[src/rtl/gem_cluster_pkg.sv]
// Shared widths and bus types for the GEM cluster sorter scheduler.
package gem_cluster_pkg;
    localparam int ADR_W  = 11;
    localparam int CNT_W  = 3;
    localparam int NSLOTS = 8;
    localparam logic [ADR_W-1:0] INVALID_ADR = 11'h7FF;

    typedef logic [NSLOTS*ADR_W-1:0] adr_bus_t;
    typedef logic [NSLOTS*CNT_W-1:0] cnt_bus_t;
endpackage

[src/rtl/cluster_count8.sv]
// Counts the cluster slots whose address differs from the empty-slot marker.
module cluster_count8
    import gem_cluster_pkg::*;
#(
    parameter logic [10:0] INVALID_ADR = 11'h7FF
) (
    input  logic [NSLOTS*ADR_W-1:0] adr,
    output logic [3:0]              count
);

    always_comb begin
        count = '0;
        for (int i = 0; i < NSLOTS; i++) begin
            if (adr[i*ADR_W +: ADR_W] != INVALID_ADR)
                count = count + 4'd1;
        end
    end

endmodule

[src/rtl/cluster_sort_scheduler.sv]
// Schedules the two time-multiplexed cluster sorters and holds one captured
// frame per half-frame behind a valid/ready handshake.
module cluster_sort_scheduler
    import gem_cluster_pkg::*;
#(
    parameter logic [10:0] INVALID_ADR = 11'h7FF,
    parameter int          DROP_W      = 16
) (
    input  logic                    clock4x,
    input  logic                    global_reset,
    input  logic                    bx0,
    input  logic [3:0]              cfg_delay_a,
    input  logic [3:0]              cfg_delay_b,
    input  logic [1:0]              cfg_capture_phase,
    input  logic                    err_clear,
    input  logic [NSLOTS*ADR_W-1:0] sorter_adr,
    input  logic [NSLOTS*CNT_W-1:0] sorter_cnt,
    output logic [3:0]              delay_a,
    output logic [3:0]              delay_b,
    output logic                    cycle,
    output logic                    out_valid,
    input  logic                    out_ready,
    output logic [NSLOTS*ADR_W-1:0] out_adr,
    output logic [NSLOTS*CNT_W-1:0] out_cnt,
    output logic [3:0]              out_nclusters,
    output logic                    out_src,
    output logic                    phase_err,
    output logic [DROP_W-1:0]       drop_cnt
);

    logic [2:0] phase;
    logic [3:0] nclusters;
    logic       capture;
    logic       slot_free;
    logic       err_set;

    cluster_count8 #(.INVALID_ADR(INVALID_ADR)) u_count (
        .adr   (sorter_adr),
        .count (nclusters)
    );

    // The mux select is the phase MSB itself, so it can never glitch.
    assign cycle     = phase[2];
    assign capture   = (phase[1:0] == cfg_capture_phase);
    assign slot_free = !out_valid || out_ready;
    assign err_set   = bx0 && (phase != 3'd0);

    // NOTE: all state updates use non-blocking assignments so every register
    // sees pre-edge values; the held frame is reset too, so a reset mid-frame
    // can never leak stale cluster data downstream.
    always_ff @(posedge clock4x or posedge global_reset) begin
        if (global_reset) begin
            phase         <= 3'd1;
            delay_a       <= 4'd7;
            delay_b       <= 4'd3;
            out_valid     <= 1'b0;
            out_adr       <= {NSLOTS{INVALID_ADR}};
            out_cnt       <= '0;
            out_nclusters <= '0;
            out_src       <= 1'b0;
            phase_err     <= 1'b0;
            drop_cnt      <= '0;
        end else begin
            phase <= bx0 ? 3'd1 : phase + 3'd1;

            if (err_set)
                phase_err <= 1'b1;
            else if (err_clear)
                phase_err <= 1'b0;

            // Sorter delays only change at the frame boundary.
            if (phase == 3'd0) begin
                delay_a <= cfg_delay_a;
                delay_b <= cfg_delay_b;
            end

            if (capture && slot_free) begin
                out_adr       <= sorter_adr;
                out_cnt       <= sorter_cnt;
                out_src       <= cycle;
                out_nclusters <= nclusters;
                out_valid     <= 1'b1;
            end else if (capture) begin
                if (drop_cnt != '1)
                    drop_cnt <= drop_cnt + DROP_W'(1);
            end else if (out_valid && out_ready) begin
                out_valid <= 1'b0;
            end
        end
    end

endmodule

[config.mk]
export PLATFORM = sky130hd
export DESIGN_NAME = cluster_sort_scheduler
export DESIGN_NICKNAME = d
export VERILOG_FILES = /design/src/rtl/gem_cluster_pkg.sv /design/src/rtl/cluster_count8.sv /design/src/rtl/cluster_sort_scheduler.sv
export SDC_FILE = /design/constraint.sdc
export NUM_CORES = 1
export LEC_CHECK = 0
export CORE_MARGIN = 2
export CORE_UTILIZATION = 39
export CTS_CLUSTER_SIZE = 12
export DETAILED_ROUTE_END_ITERATION = 16
export HOLD_SLACK_MARGIN = 0.12
export PLACE_DENSITY_LB_ADDON = 0.08
export SKIP_LAST_GASP = 1
export SYNTH_ARGS = -nofsm -noshare
export SYNTH_HDL_FRONTEND = slang
export SYNTH_SLANG_ARGS = --single-unit
export TNS_END_PERCENT = 10
[constraint.sdc]
create_clock -name clock4x -period 5.3 [get_ports clock4x]
set_input_delay 1.325 -clock clock4x [delete_from_list [all_inputs] [get_ports clock4x]]
set_output_delay 1.325 -clock clock4x [all_outputs]
set_load 0.01 [all_outputs]
==> qor.txt <==
Reg power frac -> 40.2%
cts hold-fix bufs -> 0
total track usage -> 19.3%
via count -> 4,855
slew margin rel. -> 30.2%
unrepaired setup endpoints after global routing -> false
diode insertion count for antenna repair -> 0
Worst R2R Setup Slack -> 2.93 ns
most repeated library cell on the critical path -> ha_1
Max H-tree Level -> 4
overall die height -> 133 um
Least-Margin Pin Slew -> 1.05 ns
max frequency -> 0.197 GHz
Worst Setup EP -> out_nclusters[1]$_DFFE_PP0P_
switching power -> 1.27 mW
setup fix buffers added after clock tree synthesis -> 0
first-pass GRT wire length -> 26,700 um
layout overhead on the synthesized area -> 56.7%
Avg Synthesized Cell Area -> 13.8 um^2
post-layout worst setup margin -> 0.234 ns
Clock Path Buffers -> 2
endpoints failing hold -> 0
TritonCTS clock tree -> yes
Cells on Worst Hold Path -> 1
Final Routed Wirelength -> 16,600 um
internal power summed over all cells -> 3.44 mW
number of global-route vias before repair -> 5,198
shortest clock period the worst path allows after layout -> 5.07 ns
quantity of I/O buffers inserted on ports -> 270
sort of element at the end of the critical path -> flip-flop
pin count of the biggest net entering global routing -> 120
proportion of power drawn by the clock network -> 24.9%
number of instances in the synthesized netlist -> 469
sequence of cells on the critical path -> clkdlybuf4s50_1 -> nand4_1 -> or3_1 -> ha_1 -> nor4_1 -> a31oi_1 -> a32o_1 -> or2_2 -> ha_1 -> xnor3_1 -> o32ai_2 -> nor2_1 -> ha_1 -> nand2_1 -> o31ai_1 -> ha_1 -> mux2i_1 -> o21ai_0
worst endpoint data arrival time -> 5.33 ns
DRC marker count from the first detailed-route iteration -> 73
library cell used as clock root buffer -> clkbuf_16
fraction of synthesized cell area taken by the top area cell type -> 38.1%
floorplan die area -> 0.0177 mm^2
total DRC errors in the routed layout -> 0
initial standard-cell utilization of the core -> 39.5%
crit share post-route -> 95.6%
maximum resistive drop on vdd -> 257 uV
number of synthesized flops with an enable pin -> 0
number of top-level pins -> 271
required arrival time at the worst endpoint -> 5.57 ns
Critical Path Start -> sorter_adr[13]
relative contribution of combinational cells to total power -> 34.9%
most frequently used flop master after synthesis -> dfstp_2
gr ovfl total -> 0
share of final-layout standard cells stronger than drive strength 1 -> 36.9%
clock slew at reported path FFs -> 0.06 ns
Core Footprint -> 0.0164 mm^2
Cell variety after synth -> 49
antenna violations before repair -> 0
CP Launch Type -> input pin
delay of the slowest critical-path stage -> 0.50 ns
Final Instance Count excl. Fillers -> 995
Post-Synthesis Net Count -> 605
HPWL reported at the end of detailed placement -> 12,500 um
Clock Sinks -> 146
worst clock skew -> 0.00758 ns
number of nets in the layout -> 898
master of the slowest instance on the critical path -> clkdlybuf4s50_1
clock network latency to the later pin of the worst-skew pair -> 0.42 ns
share of async-settable or async-resettable flops after synthesis -> 100%
worst flop-to-flop path endpoint -> out_cnt[23]$_DFFE_PP0P_
top cell type by total area after synthesis -> dfstp_2
type of the tightest min-delay check -> reg -> reg
post-route setup TNS -> 0 ns
Sw Ratio -> 26.9%
number of synthesized register bits -> 146
weighted congestion at the end of routability-driven global placement -> 0.788
detailed-route vias per instance -> 4.88
max-cap violation count -> 0
endpoints failing setup -> 0
worst slack after detailed placement -> -0.200 ns
portion of the post-synthesis area used by sequential elements -> 58.2%
category of the critical setup timing path -> in -> reg
total CTS buffers -> 17
netlist area before placement -> 0.00648 mm^2
die boundary width -> 133 um
reg2reg path depth -> 4
antenna viol nets, final -> 0
Reg-to-Reg Start -> phase[0]$_DFF_PP1_
cell types with the largest area share after synthesis -> dfstp_2 (38%), mux2_2 (22%), dfrtp_1 (20%)
leakage power figure -> 4.10 nW
count of cells resized by post-cts repair -> 0
hold slack -> 0.474 ns
status -> completed
pins over their slew limit -> 0
Synth warnings -> 0
first-pass iteration count of the detailed router -> 4
cell row count -> 47
overall power after layout -> 4.71 mW
average wire length per cell after detail routing -> 16.7 um
Pwr per Cell Area -> 464 mW/mm^2
Placed Instances -> 963
Max Fanout on Critical Path -> 3
==> critical path, delay by kind of cell <==
kind / cells / cell delay [ns]
AOI/OAI and AO/OA: 5 / 0.64
xor gates and xnor gates: 1 / 0.38
adders and majority gates: 4 / 1.11
buffers and inverters: 1 / 0.50
muxes: 1 / 0.11
and+or+nand+nor: 6 / 1.26
==> routing by layer <==
layer  track usage (%)  wire (um)  part of all wire [%]
met2              33.8       8610                    52
met5                 0          0                     0
met1              21.9       6550                    39
met4              7.23        304                   1.8
met3              6.48       1180                   7.1
==> registers in the layout (all words and copies together), names as in the netlist <==
signal,count
phase_err,1
phase,3
drop_cnt,16
out_cnt,24
delay_b,4
out_nclusters,4
delay_a,4
out_src,1
out_valid,1
out_adr,88
==> Yosys cell counts, drive strengths merged (4+ instances only) <==
cell type  count
dfstp         94
nand4         20
and4           4
nand2b         5
xnor2         17
dfrtp         52
ha             9
mux2         124
nor2          10
nand2         16
a21oi          4
clkbuf        14
inv           10
nor3           9
nor2b          4
xor2          10
or3            5
buf            5
nand3         20
==> layout make-up <==
cell class	count	area (um^2)
timing repair buffer	293	2890
inverter	10	42.5
sequential	146	3770
clock buffer	18	439
fill	1263	6250
clock inverter	14	139
tap	220	275
multi-input combinational	294	2610
==> cell usage in the layout, fill, tap and decap left out, drive strengths merged, types with 2 or more instances in the layout <==
master         synthesis  layout
a211oi                 2       2
a21oi                  4       4
a31oi                  3       3
and3                   3       3
and4                   4       4
buf                    5      23
bufinv                 0       2
clkbuf                14      18
clkdlybuf4s50          0     270
clkinv                 0       8
clkinvlp               0       3
dfrtp                 52      52
dfstp                 94      94
ha                     9       9
inv                   10      11
mux2                 124     124
nand2                 16      16
nand2b                 5       5
nand3                 20      20
nand4                 20      20
nor2                  10      10
nor2b                  4       4
nor3                   9       9
nor4                   2       2
o21ai                  3       3
o31ai                  3       3
or2                    3       3
or3                    5       5
xnor2                 17      17
xnor3                  2       2
xor2                  10      10
==> power by group through the flow <==
stage	clock network [mW]	logic, mW	registers (mW)
2_1_floorplan	0	0.463	2.10
3_3_place_gp	0	1.64	1.89
3_5_place_dp	0	1.66	1.91
4_1_cts	1.21	1.67	1.90
5_1_grt	1.25	1.74	1.95
6_report	1.17	1.64	1.90
==> cell families after synthesis <==
group	count (synthesis)	synth area share (%)
DFF	146	58.2
muxes	125	21.7
and+or+nand+nor	105	9.30
xor gates and xnor gates	29	4.34
buffers and inverters	29	1.72
AOI/OAI and AO/OA	26	3.05
adders and majority gates	9	1.74
==> metrics by stage <==
step / util [%] / cell area [um^2]
2_1_floorplan: - / 6480
3_3_place_gp: 58.4 / 9580
3_5_place_dp: 58.4 / 9580
4_1_cts: 61.9 / 10200
5_1_grt: 61.9 / 10200
6_report: 61.9 / 10200
==> worst min-delay path by stage <==
stage / start / end / slack [ns]
2_1_floorplan: phase[0]$_DFF_PP1_ / phase[0]$_DFF_PP1_ / 0.44
3_3_place_gp: phase[0]$_DFF_PP1_ / phase[0]$_DFF_PP1_ / 0.46
3_5_place_dp: phase[0]$_DFF_PP1_ / phase[0]$_DFF_PP1_ / 0.46
4_1_cts: phase[0]$_DFF_PP1_ / phase[0]$_DFF_PP1_ / 0.48
5_1_grt: phase[0]$_DFF_PP1_ / phase[0]$_DFF_PP1_ / 0.50
6_report: phase[0]$_DFF_PP1_ / phase[0]$_DFF_PP1_ / 0.47
(Power assumes the default switching activity.)
